--- src/rtl/stage2_conv_window_if.sv ---
// Sample-in / window-out bundle for stage2_conv_window; ST2_CONV_WIN_POS_EN adds o_ot_row/o_ot_col.
interface stage2_conv_window_if #(
  parameter int IBW = 19,
  parameter int KX  = 5,
  parameter int KY  = 5
);
  logic                  i_in_valid;
  logic [IBW-1:0]        i_in_fmap;
  logic                  o_ot_valid;
  logic [KX*KY*IBW-1:0]  o_ot_window;
  logic                  o_ot_done;
`ifdef ST2_CONV_WIN_POS_EN
  logic [3:0]            o_ot_row;
  logic [3:0]            o_ot_col;
`endif

  modport master (
`ifdef ST2_CONV_WIN_POS_EN
    input  o_ot_row, o_ot_col,
`endif
    output i_in_valid, i_in_fmap,
    input  o_ot_valid, o_ot_window, o_ot_done
  );

  modport slave (
`ifdef ST2_CONV_WIN_POS_EN
    output o_ot_row, o_ot_col,
`endif
    input  i_in_valid, i_in_fmap,
    output o_ot_valid, o_ot_window, o_ot_done
  );
endinterface

--- src/rtl/stage2_conv_window.sv ---
// KXxKY sliding window over an XxY raster stream, 1-cycle latency, never stalls the producer (no ready).
// Optional macro ST2_CONV_WIN_POS_EN adds the registered window position outputs o_ot_row/o_ot_col.
module stage2_conv_window #(
  parameter int IBW = 19,
  parameter int X   = 12,
  parameter int Y   = 12,
  parameter int KX  = 5,
  parameter int KY  = 5
) (
  input  logic                 clk,
  input  logic                 reset,
  stage2_conv_window_if.slave  bus
);
  localparam int CW = $clog2(X);
  localparam int RW = $clog2(Y);
  localparam logic [CW-1:0] COL_LAST = CW'(X - 1);
  localparam logic [RW-1:0] ROW_LAST = RW'(Y - 1);
  localparam logic [CW-1:0] COL_OFF  = CW'(KX - 1);
  localparam logic [RW-1:0] ROW_OFF  = RW'(KY - 1);
  localparam logic [RW-1:0] ROW_FILL = RW'(KY - 2);

  typedef enum logic {S_FILL, S_RUN} state_t;

  state_t                r_state;
  state_t                w_state_nxt;
  logic [CW-1:0]         r_col;
  logic [RW-1:0]         r_row;
  logic [IBW-1:0]        r_line [KY-1][X];
  logic [IBW-1:0]        r_win  [KY][KX];
  logic                  r_ot_valid;
  logic                  r_ot_done;
  logic                  w_acc;
  logic                  w_col_last;
  logic                  w_frame_last;
  logic                  w_emit;
  logic [KX*KY*IBW-1:0]  w_window;

  assign w_acc        = bus.i_in_valid;
  assign w_col_last   = (r_col == COL_LAST);
  assign w_frame_last = w_col_last && (r_row == ROW_LAST);

  always_ff @(posedge clk) begin
    if (reset) begin
      r_col <= '0;
      r_row <= '0;
    end else if (w_acc) begin
      if (w_col_last) begin
        r_col <= '0;
        r_row <= (r_row == ROW_LAST) ? '0 : r_row + RW'(1);
      end else begin
        r_col <= r_col + CW'(1);
      end
    end
  end

  always_ff @(posedge clk) begin
    if (reset) r_state <= S_FILL;
    else       r_state <= w_state_nxt;
  end

  always_comb begin
    w_state_nxt = r_state;
    w_emit      = 1'b0;
    case (r_state)
      S_FILL: if (w_acc && w_col_last && (r_row == ROW_FILL)) w_state_nxt = S_RUN;
      S_RUN: begin
        w_emit = w_acc && (r_col >= COL_OFF);
        if (w_acc && w_frame_last) w_state_nxt = S_FILL;
      end
      default: w_state_nxt = S_FILL;
    endcase
  end

  // Line buffers are never cleared: the fill phase rewrites every row before it can reach a window.
  always_ff @(posedge clk) begin
    if (w_acc && !reset) begin
      for (int k = 0; k < KY - 2; k++) r_line[k][r_col] <= r_line[k+1][r_col];
      r_line[KY-2][r_col] <= bus.i_in_fmap;
    end
  end

  always_ff @(posedge clk) begin
    if (reset) begin
      for (int ky = 0; ky < KY; ky++)
        for (int kx = 0; kx < KX; kx++) r_win[ky][kx] <= '0;
    end else if (w_acc) begin
      for (int ky = 0; ky < KY; ky++)
        for (int kx = 0; kx < KX - 1; kx++) r_win[ky][kx] <= r_win[ky][kx+1];
      for (int ky = 0; ky < KY - 1; ky++) r_win[ky][KX-1] <= r_line[ky][r_col];
      r_win[KY-1][KX-1] <= bus.i_in_fmap;
    end
  end

  always_ff @(posedge clk) begin
    if (reset) begin
      r_ot_valid <= 1'b0;
      r_ot_done  <= 1'b0;
    end else begin
      r_ot_valid <= w_emit;
      r_ot_done  <= w_emit && w_frame_last;
    end
  end

`ifdef ST2_CONV_WIN_POS_EN
  logic [3:0] r_ot_row;
  logic [3:0] r_ot_col;

  always_ff @(posedge clk) begin
    if (reset) begin
      r_ot_row <= '0;
      r_ot_col <= '0;
    end else if (w_emit) begin
      r_ot_row <= 4'(r_row - ROW_OFF);
      r_ot_col <= 4'(r_col - COL_OFF);
    end
  end

  assign bus.o_ot_row = r_ot_row;
  assign bus.o_ot_col = r_ot_col;
`endif

  always_comb begin
    w_window = '0;
    for (int ky = 0; ky < KY; ky++)
      for (int kx = 0; kx < KX; kx++) w_window[(ky*KX+kx)*IBW +: IBW] = r_win[ky][kx];
  end

  assign bus.o_ot_valid  = r_ot_valid;
  assign bus.o_ot_done   = r_ot_done;
  assign bus.o_ot_window = w_window;
endmodule

--- src/flat_wrapper.sv ---
// flat-port wrapper written by rule: the top's interface ports become plain ports
module stage2_conv_window_flat 
#(
  parameter int IBW = 19,
  parameter int X   = 12,
  parameter int Y   = 12,
  parameter int KX  = 5,
  parameter int KY  = 5
)
  (clk, reset, bus_i_in_valid, bus_i_in_fmap, bus_o_ot_valid, bus_o_ot_window, bus_o_ot_done);
  stage2_conv_window_if #(.IBW(IBW), .KX(KX), .KY(KY)) bus_i ();
  input  logic clk;
  input  logic reset;
  input wire logic [$bits(bus_i.i_in_valid)-1:0] bus_i_in_valid;
  input wire logic [$bits(bus_i.i_in_fmap)-1:0] bus_i_in_fmap;
  output wire logic [$bits(bus_i.o_ot_valid)-1:0] bus_o_ot_valid;
  output wire logic [$bits(bus_i.o_ot_window)-1:0] bus_o_ot_window;
  output wire logic [$bits(bus_i.o_ot_done)-1:0] bus_o_ot_done;
  assign bus_i.i_in_valid = bus_i_in_valid;
  assign bus_i.i_in_fmap = bus_i_in_fmap;
  assign bus_o_ot_valid = bus_i.o_ot_valid;
  assign bus_o_ot_window = bus_i.o_ot_window;
  assign bus_o_ot_done = bus_i.o_ot_done;
  stage2_conv_window #(.IBW(IBW), .X(X), .Y(Y), .KX(KX), .KY(KY)) u_core (.clk(clk), .reset(reset), .bus(bus_i));
endmodule
--- config.mk ---
export PLATFORM = sky130hd
export DESIGN_NAME = stage2_conv_window_flat
export DESIGN_NICKNAME = d
export VERILOG_FILES = /design/src/rtl/stage2_conv_window_if.sv /design/src/rtl/stage2_conv_window.sv /design/src/flat_wrapper.sv
export SDC_FILE = /design/constraint.sdc
export NUM_CORES = 1
export LEC_CHECK = 0
export ABC_AREA = 0
export CORE_MARGIN = 10
export CORE_UTILIZATION = 50
export CTS_CLUSTER_SIZE = 24
export DETAILED_ROUTE_END_ITERATION = 16
export DONT_BUFFER_PORTS = 1
export GPL_TIMING_DRIVEN = 1
export PLACE_DENSITY = 0.68
export SYNTH_ARGS = -nofsm -noshare
export SYNTH_HDL_FRONTEND = slang
export SYNTH_SLANG_ARGS = --single-unit
export TNS_END_PERCENT = 1
--- constraint.sdc ---
create_clock -name clk -period 9 [get_ports clk]
set_clock_uncertainty 0.15 [all_clocks]
set_input_delay 1.8 -clock clk [delete_from_list [all_inputs] [get_ports clk]]
set_output_delay 1.8 -clock clk [all_outputs]
set_load 0.05 [all_outputs]
-- Word level (Yosys, flattened, before mapping)
Memory sizes are Yosys's and may differ from the RTL's.
Cells that the tools add are included.
- reduce and logical (&&, ||, !) cells: 10
- equal/unequal tests: 3
- magnitude comparators: 3
- mux-type cells: 52
- $add $sub $neg: 2
- bitwise logic cells: 27
- operators with widths (cell ; count):
    $mux 19 ; 34
    $bmux 19 s4 ; 4
    $mux 228 ; 1
    $demux 19 s4 ; 1
    $or 1x1->1 ; 25
    $mux 1 ; 9
    $add 4x1->4 const B ; 2
    $eq 4x4->1 const B ; 2
    $logic_and 1x1->1 ; 8
    $mux 4 ; 2
    $ge 5x5->1 const B ; 1
    $lt 5x1->1 const B ; 1
    $not 4->5 ; 1
    $eq 4x2->1 const B ; 1
    $ge 4x3->1 const B ; 1
    $pmux 1 s2 ; 1
    $reduce_and 2->1 ; 1
    $logic_not 1->1 ; 1
    $not 1->1 ; 1
- logic and storage cells: 104
- flip-flop bits (word level): 11
- RAM bits: 1387
- bits of input ports: 22
- memories: 2
- output and inout port bits: 477
- memories (memory ; depth ; bits a word ; rd ports ; clocked after Yosys merged registers in ; write ports ; line ; text):
    u_core.r_line ; 4 ; 228 ; 4 ; 0 ; 4 ; stage2_conv_window.sv:28 ; logic [IBW-1:0] r_line [KY-1][X];
    u_core.r_win ; 5 ; 95 ; 5 ; 0 ; 5 ; stage2_conv_window.sv:29 ; logic [IBW-1:0] r_win [KY][KX];

-- Logic depth before layout (Yosys ltp)
Gate-level depths: netlist (run 1).
- depth after elaboration: 6
- gate-level depth with buffers: 8
- gate-level depth less buffers: 4

-- Least setup slack after synthesis (run 1)
OpenSTA, ideal clock, no wires.
- kind: input port to flip-flop
- from: input reset
- to: memory u_core.r_win[0][0] (netlist bit) (enable)
- setup time: 644 ps
- stages on the path: 2
- data required time: 8206 ps
- arrival time: 7768 ps
- path slack: 438 ps
- buffers on the path: 1
- path through: clkbuf_1 > or2_2
- RTL lines (element ; line ; text):
    start: declaration ; flat_wrapper.sv:13 ; input logic reset;
    end: declaration ; stage2_conv_window.sv:29 ;

==> impl_metrics.sql, run 1 <==
INSERT INTO impl_metrics (metric_group, metric, value, unit) VALUES
('setup_path', 'cpPeakStageDelay', '1.01', 'ns'),
('global_route', 'grt_pass1_wl', '173400', 'um'),
('yosys', 'mappedNetlistNets', '2662', ''),
('die', 'placementRows', '119', ''),
('timing', 'post-route-period-util', '0.4661', ''),
('setup_path', 'crit_chain', 'buf_4 -> buf_4 -> mux4_2 -> mux2i_1 -> o21ai_0', ''),
('yosys', 'ys_seq_area_frac', '0.7934', ''),
('setup_path', 'cp_top_family', 'buffers and inverters', ''),
('timing', 'setup_tns', '0', 'ns'),
('layout', 'layout-area-overhead-vs-synth', '11.00', '%'),
('setup_path', 'data_required_time_at_the_worst_endpoint', '9.21', 'ns'),
('layout', 'multi_input_comb_area', '10250', 'um2'),
('setup_path', 'worst-r2r-cell-count', '5', ''),
('setup_path', 'cpMaxStageDelayCell', 'o21ai_0', ''),
('die', 'dieArea', '118900', 'um2'),
('setup_path', 'worst_path_most_repeated_cell', 'buf_4', ''),
('placed_design', 'total_instance_count_after_detailed_placement', '3938', ''),
('clock_tree', 'clkSlewWorstSetupHoldPaths', '0.06', 'ns'),
('placed_design', 'dpl.hpwl', '73250', 'um'),
('setup_path', 'timing.critical_path.buf_inv', '2', ''),
('timing', 'timing.final.hold_violations', '0', ''),
('yosys', 'post_syn_area_per_cell', '20.03', 'um2'),
('die', 'coreArea', '105100', 'um2'),
('detailed_routing', 'route.detailed.drc', '0', ''),
('setup_path', 'worst-endpoint-arrival', '4.40', 'ns'),
('detailed_routing', 'ant_nets', '0', ''),
('global_route', 'grt_antenna_before_repair', '7', ''),
('layout', 'most_frequent_cells_in_the_layout', '1387 x edfxtp_1, 399 x and2_1, 190 x mux4_2, 139 x nand2_1, 137 x clkbuf_16', ''),
('layout', 'flip_flop_and_latch_area', '41880', 'um2'),
('setup_path', 'critical_path.startpoint_type', 'flop', ''),
('setup_path', 'worstSetupEndpointType', 'flop', ''),
('detailed_routing', 'avgRoutedWirePerCell', '28.65', 'um'),
('global_route', 'grt_pass1_vias', '24940', ''),
('timing', 'setup-violations-final', '0', ''),
('yosys', 'synthesis.area', '52780', 'um2'),
('layout', 'final-instance-count-excl-fill', '4193', ''),
('die', 'die_width', '344.9', 'um'),
('detailed_routing', 'violation_count_after_the_first_detailed_routing_iteration', '2275', ''),
('die', 'dieHeight', '344.9', 'um'),
('clock_tree', 'cts.htree.levels', '4', ''),
('yosys', 'yosys_warnings', '0', ''),
('detailed_routing', 'routed-via-count', '24430', ''),
('placed_design', 'gpl.final_weighted_congestion', '0.8042', ''),
('hold_path', 'hold-path-cell-count', '2', ''),
('layout', 'final_common_cell', 'edfxtp_1', ''),
('pwr', 'cell_pwr_density', '240.4', 'nW/um2'),
('global_route', 'largest_net_degree_at_the_start_of_global_routing', '219', ''),
('timing', 'final_period_minus_worst_setup_slack', '4.195', 'ns'),
('layout', 'n_fill_cell', '7765', ''),
('global_route', 'globalRouteOverflowTotal', '0', ''),
('clock_tree', 'worstSkewPairLatency', '0.74', 'ns'),
('job', 'cap_violations', '0', ''),
('pwr', 'power.leakage', '19.53', 'nW'),
('detailed_routing', 'wirelength', '120100', 'um'),
('yosys', 'postSynthCellCount', '2635', ''),
('placed_design', 'place.port_buffers', '0', ''),
('layout', 'nets', '2715', ''),
('clock_tree', 'cts.sinks', '1398', ''),
('detailed_routing', 'detail_route.vias_per_cell', '5.826', ''),
('pwr', 'max_rail_drop_vdd', '0.0001807', 'V'),
('yosys', 'synth_cell_types', '39', ''),
('die', 'count_of_pins_on_the_block_boundary', '499', ''),
('setup_path', 'critPathMaxFanout', '36', ''),
('setup_path', 'path_class', 'flop to flop', ''),
('clock_tree', 'tritoncts', 'built', ''),
('timing', 'rsz_0062_raised_after_global_routing', 'false', ''),
('timing', 'max_freq', '0.2384', 'GHz'),
('clock_tree', 'cts_inserted_buffers', '136', ''),
('die', 'initial_core_util', '0.5021', ''),
('yosys', 'number_of_synthesized_register_bits', '1398', ''),
('timing', 'worstMarginPinSlew', '1.298', 'ns'),
('outcome', 'outcome', 'finished, final reports clean', ''),
('clock_tree', 'clock_tree.root_cell', 'clkbuf_16', ''),
('setup_path', 'count_of_cell_instances_traversed_by_the_critical_path', '5', ''),
('detailed_routing', 'drt_pass1_iterations', '6', ''),
('hold_path', 'hold_path.class', 'flop to flop', ''),
('clock_tree', 'cts_hold_buf', '0', ''),
('global_route', 'grt_use_total', '0.1969', ''),
('timing', 'maxSlewViolCount', '0', ''),
('clock_tree', 'clock_path_buffers', '3', ''),
('layout', 'layout-drive-gt1-share', '0.1819', ''),
('clock_tree', 'ctsResizeCount', '0', ''),
('timing', 'max_slew_margin', '0.1257', ''),
('clock_tree', 'post_cts.repair.setup_buffers', '0', '');
## per-layer routing
layer	part of all wire	track usage
met5	0	0
met2	0.50	0.3280
met4	0.021	0.05781
met3	0.091	0.04957
met1	0.38	0.2555
## metrics by stage
stage / power, mW / util / hold WS [ns] / cell area (um2) / setup WS (ns)
6_report: 14.08 / 0.5573 / 0.3413 / 58580 / 4.805
5_1_grt: 14.48 / 0.5572 / 0.3664 / 58570 / 4.388
4_1_cts: 14.17 / 0.5570 / 0.3479 / 58550 / 4.619
3_5_place_dp: 8.829 / 0.5169 / 0.3388 / 54330 / 4.192
3_3_place_gp: 8.799 / 0.5169 / 0.3177 / 54330 / 4.255
2_1_floorplan: 8.565 / - / 0.2802 / 52780 / 0.4378
## cells by family after synthesis
family	count (synthesis)	share of synthesized area
flops	1398	0.7934
simple gates	577	0.06171
mux	326	0.1078
compound gates	183	0.02174
buf+inv	146	0.01422
fa+ha+maj	5	0.001185
## worst register-to-register path, stage by stage (launching register included)
cell	delay [ns]
dfxtp_4	0.72
buf_4	0.71
buf_4	0.73
mux4_2	0.40
mux2i_1	0.09
o21ai_0	1.01
## final cells by class
class | count | area share
Tap cell | 1391 | 0.02971
Antenna cell | 4 | 0.0001709
Clock buffer | 166 | 0.06038
Timing Repair Buffer | 57 | 0.007860
Clock inverter | 82 | 0.01164
Sequential cell | 1398 | 0.7150
Multi-Input combinational cell | 1091 | 0.1750
Inverter | 4 | 0.0002777
## synth_stat cells
master | n | area (um2)
nor2_1 | 7 | 26.28
o21ai_1 | 22 | 110.1
or3_1 | 1 | 6.260
nand3b_1 | 2 | 15.01
a31oi_1 | 1 | 6.260
nor4bb_1 | 1 | 10.01
buf_8 | 4 | 60.06
buf_4 | 17 | 127.6
and3_1 | 8 | 50.05
or2_2 | 1 | 6.260
mux4_2 | 190 | 4279
ha_1 | 5 | 62.56
o31ai_2 | 17 | 212.7
a21oi_1 | 5 | 25.02
nor3_1 | 1 | 5.000
nand4b_1 | 1 | 8.760
and4b_1 | 1 | 10.01
o31ai_1 | 2 | 15.01
inv_2 | 1 | 3.750
o22ai_1 | 19 | 118.9
buf_2 | 27 | 135.1
mux2_2 | 38 | 427.9
or4_1 | 1 | 7.510
buf_6 | 8 | 90.09
and2_1 | 403 | 2521
clkbuf_1 | 78 | 292.8
nand3_1 | 2 | 10.01
or3b_2 | 1 | 8.760
mux2i_1 | 98 | 980.9
nand2_1 | 139 | 521.8
inv_1 | 3 | 11.26
nand2b_1 | 4 | 25.02
dfxtp_1 | 11 | 220.2
buf_1 | 8 | 30.03
edfxtp_1 | 1387 | 41650
nor2b_1 | 4 | 25.02
o21ai_0 | 97 | 485.5
a21boi_0 | 1 | 7.510
a22o_1 | 19 | 166.4
## final timing paths
path / from / end / slack [ns]
worst max register to register: u_core.r_col[0] / u_core.r_line[1][109] / 4.80
worst max-delay path: u_core.r_col[0] / u_core.r_line[1][109] / 4.80
worst min register to register: u_core.r_state / u_core.r_state / 0.34
worst min-delay path: u_core.r_state / u_core.r_state / 0.34
## power breakdown
group | switching (mW) | internal (mW) | leakage, nW
logic | 0.362 | 0.203 | 3.90
clock network | 2.38 | 3.02 | 2.06
registers | 0.672 | 7.44 | 13.6
## sequential cells by signal, indices dropped and copies added (netlist names)
signal                 flops
u_core.r_win             475
u_core.r_state             1
u_core.r_row               4
u_core.bus.o_ot_valid      1
u_core.r_line            912
u_core.bus.o_ot_done       1
u_core.r_col               4
Power figures use the tool's default switching activity.
==> run 2, diff against run 1 <==
--- a/config.mk
+++ b/config.mk
@@ -12,7 +12,7 @@
 export DETAILED_ROUTE_END_ITERATION = 16
 export DONT_BUFFER_PORTS = 1
 export GPL_TIMING_DRIVEN = 1
-export PLACE_DENSITY = 0.68
+export PLACE_DENSITY = 0.65
 export SYNTH_ARGS = -nofsm -noshare
 export SYNTH_HDL_FRONTEND = slang
 export SYNTH_SLANG_ARGS = --single-unit
==> constraint.sdc (replaced) <==
create_clock -name clk -period 3.9 [get_ports clk]
set_clock_uncertainty 0.15 [all_clocks]
set_input_delay 0.78 -clock clk [delete_from_list [all_inputs] [get_ports clk]]
set_output_delay 0.78 -clock clk [all_outputs]
set_load 0.05 [all_outputs]
==> run 2 against run 1 <==
Against the previous run: setup slack worse by 4.1 ns; largest power group unchanged; non-clock buffer count up 83; fmax up 30%; highest routed layer is now met5; die area unchanged; power up 140%; clock power up 140%; combinational power rose to 2.5 times the previous value; register-to-register slack worse by 4.1 ns; sequential cell count unchanged; final area up 2.3%.
==> impl_metrics.sql, run 2 (same netlist as run 1, synthesis figures left out) <==
INSERT INTO impl_metrics (metric_group, metric, value, unit) VALUES
('timing', 'setup-violations-final', '0', ''),
('pwr', 'max_rail_drop_vdd', '0.0004352', 'V'),
('layout', 'flip_flop_and_latch_area', '41880', 'um2'),
('layout', 'multi_input_comb_area', '10240', 'um2'),
('timing', 'post-route-period-util', '0.8306', ''),
('setup_path', 'worstSetupEndpointType', 'flop', ''),
('clock_tree', 'ctsResizeCount', '0', ''),
('hold_path', 'hold-path-cell-count', '2', ''),
('global_route', 'globalRouteOverflowTotal', '0', ''),
('layout', 'n_fill_cell', '7637', ''),
('detailed_routing', 'routed-via-count', '24990', ''),
('pwr', 'switchingPower', '7.852', 'mW'),
('layout', 'postLayoutCellArea', '59920', 'um2'),
('global_route', 'grt_antenna_before_repair', '11', ''),
('timing', 'hold-worst-slack', '0.06352', 'ns'),
('detailed_routing', 'avgRoutedWirePerCell', '29.69', 'um'),
('pwr', 'switching_share', '0.2354', ''),
('setup_path', 'critical_path.startpoint_type', 'flop', ''),
('placed_design', 'placement.setup.worst_slack', '0.6628', 'ns'),
('setup_path', 'worst-r2r-cell-count', '4', ''),
('die', 'placementRows', '119', ''),
('layout', 'layout-area-overhead-vs-synth', '13.53', '%'),
('die', 'dieArea', '118900', 'um2'),
('layout', 'largest_register_ffs', '912', ''),
('timing', 'max_freq', '0.3087', 'GHz'),
('timing', 'timing.final.hold_violations', '0', ''),
('layout', 'layout-drive-gt1-share', '0.2001', ''),
('hold_path', 'hold-path-endpoint', 'u_core.r_col[0]', ''),
('global_route', 'grt_pass1_vias', '25450', ''),
('outcome', 'outcome', 'finished, final reports clean', ''),
('setup_path', 'path_class', 'flop to flop', ''),
('layout', 'top_regs', 'u_core.r_line: 912 flops, u_core.r_win: 475 flops', ''),
('pwr', 'cell_pwr_density', '556.7', 'nW/um2'),
('timing', 'worst_slack', '0.6608', 'ns'),
('pwr', 'power.leakage', '20.19', 'nW'),
('pwr', 'sequentialPowerShare', '0.560', ''),
('timing', 'rsz_0062_raised_after_global_routing', 'false', ''),
('die', 'count_of_pins_on_the_block_boundary', '499', ''),
('global_route', 'largest_net_degree_at_the_start_of_global_routing', '213', ''),
('setup_path', 'crit-reg2reg-launch', 'u_core.r_col[0]', ''),
('global_route', 'grt_use_total', '0.2102', ''),
('timing', 'final_period_minus_worst_setup_slack', '3.239', 'ns'),
('setup_path', 'reg2reg_end', 'u_core.r_line[2][224]', ''),
('timing', 'maxSlewViolCount', '0', ''),
('setup_path', 'cpMaxStageDelayCell', 'dfxtp_4', ''),
('layout', 'most_frequent_cells_in_the_layout', '1387 x edfxtp_1, 399 x and2_1, 190 x mux4_2, 149 x clkbuf_16, 139 x nand2_1', ''),
('setup_path', 'crit_chain', 'buf_12 -> mux4_2 -> mux2i_1 -> o21ai_0', ''),
('clock_tree', 'clkSlewWorstSetupHoldPaths', '0.06', 'ns'),
('detailed_routing', 'detail_route.vias_per_cell', '5.837', ''),
('pwr', 'internal_power', '25.51', 'mW'),
('setup_path', 'cp_top_family', 'multiplexers', ''),
('clock_tree', 'tritoncts', 'built', ''),
('placed_design', 'detailed_place.area', '55160', 'um2'),
('die', 'dieHeight', '344.9', 'um'),
('setup_path', 'critPathMaxFanout', '34', ''),
('setup_path', 'data_required_time_at_the_worst_endpoint', '4.05', 'ns'),
('placed_design', 'place.port_buffers', '0', ''),
('clock_tree', 'cts_inserted_buffers', '140', ''),
('global_route', 'grt_pass1_wl', '181500', 'um'),
('placed_design', 'dpl.hpwl', '79050', 'um'),
('hold_path', 'hold_path.class', 'input pin to flop', ''),
('timing', 'max_slew_margin', '0.1550', ''),
('timing', 'setup_tns', '0', 'ns'),
('clock_tree', 'cts.sinks', '1398', ''),
('detailed_routing', 'drt_pass1_iterations', '6', ''),
('clock_tree', 'clock_tree.root_cell', 'clkbuf_16', ''),
('timing', 'worstMarginPinSlew', '1.254', 'ns'),
('setup_path', 'worst_setup_path_startpoint', 'u_core.r_col[0]', ''),
('setup_path', 'cpPeakStageDelay', '0.85', 'ns'),
('layout', 'top_register', 'u_core.r_line', ''),
('clock_tree', 'post_cts.repair.setup_buffers', '0', ''),
('die', 'die_width', '344.9', 'um'),
('detailed_routing', 'wirelength', '127100', 'um'),
('clock_tree', 'cts.htree.levels', '4', ''),
('hold_path', 'worstHoldStart', 'bus_i_in_valid', ''),
('job', 'cap_violations', '0', ''),
('detailed_routing', 'violation_count_after_the_first_detailed_routing_iteration', '2658', ''),
('clock_tree', 'clock_path_buffers', '3', ''),
('pwr', 'comb_power_share', '0.043', ''),
('die', 'coreArea', '105100', 'um2'),
('setup_path', 'timing.critical_path.buf_inv', '1', ''),
('die', 'initial_core_util', '0.5021', ''),
('pwr', 'clk_network_pwr_share', '0.396', ''),
('setup_path', 'worst-endpoint-arrival', '3.39', 'ns'),
('layout', 'final_common_cell', 'edfxtp_1', ''),
('placed_design', 'gpl.final_weighted_congestion', '0.8009', ''),
('layout', 'nets', '2802', ''),
('pwr', 'total_power', '33.36', 'mW'),
('setup_path', 'r2r_slack', '0.66', 'ns'),
('clock_tree', 'worstSkewPairLatency', '0.73', 'ns'),
('detailed_routing', 'route.detailed.drc', '0', ''),
('detailed_routing', 'ant_nets', '0', '');
run 2: layout make-up:
class,count,share of cell area
repair buffers,140,0.02466
inverters,4,0.0002715
flip-flops and latches,1398,0.6990
multi-input cells,1091,0.1710
clock buffers,184,0.06492
diodes,2,0.00008353
well taps,1391,0.02905
clock inverters,72,0.01101
run 2: power by group through the flow:
stage               clock network, mW  registers (mW)  logic [mW]
finish                           13.2            18.7        1.44
global route                     14.0            18.7        1.57
CTS                              13.4            18.7        1.46
detailed placement                  0            19.0        1.40
global placement                    0            19.0        1.35
floorplan                           0            18.8       0.944
run 2: worst max path at each step:
stage                                  to  slack, ns  cells past startpoint
finish              u_core.r_line[2][224]       0.66                      4
floorplan              u_core.r_win[0][0]      -1.04                      2
detailed placement   u_core.r_line[2][14]       0.66                      5
global placement    u_core.r_line[2][212]       0.32                      5
global route        u_core.r_line[1][169]       0.33                      5
CTS                 u_core.r_line[2][128]       0.64                      5
run 2: per-layer routing:
metal  wire (um)  up-vias  global-route usage
met1       48810    13080              0.2740
met4        2854        2             0.05799
met5          13        -                   0
li1            -    10610                   -
met2       62930     1137              0.3444
met3       12530      174             0.06096
run 2: timing repair:
action,4_1_cts,5_1_grt
endpoints found under the setup margin,0,0
hold buffers,20,0
hold endpoints to repair,237,0
run 2: worst register-to-register path: cells and delay by family, from the launching register on:
kind,cells,cell delay [ns]
compound gates,1,0.52
buf+inv,1,0.32
flops,1,0.85
mux,2,0.97
run 2: metrics by stage:
stage / utilization / std cells
2_1_floorplan: - / 2635
3_3_place_gp: 0.5245 / 4001
3_5_place_dp: 0.5247 / 4003
4_1_cts: 0.5699 / 4279
5_1_grt: 0.5699 / 4280
6_report: 0.5700 / 4282
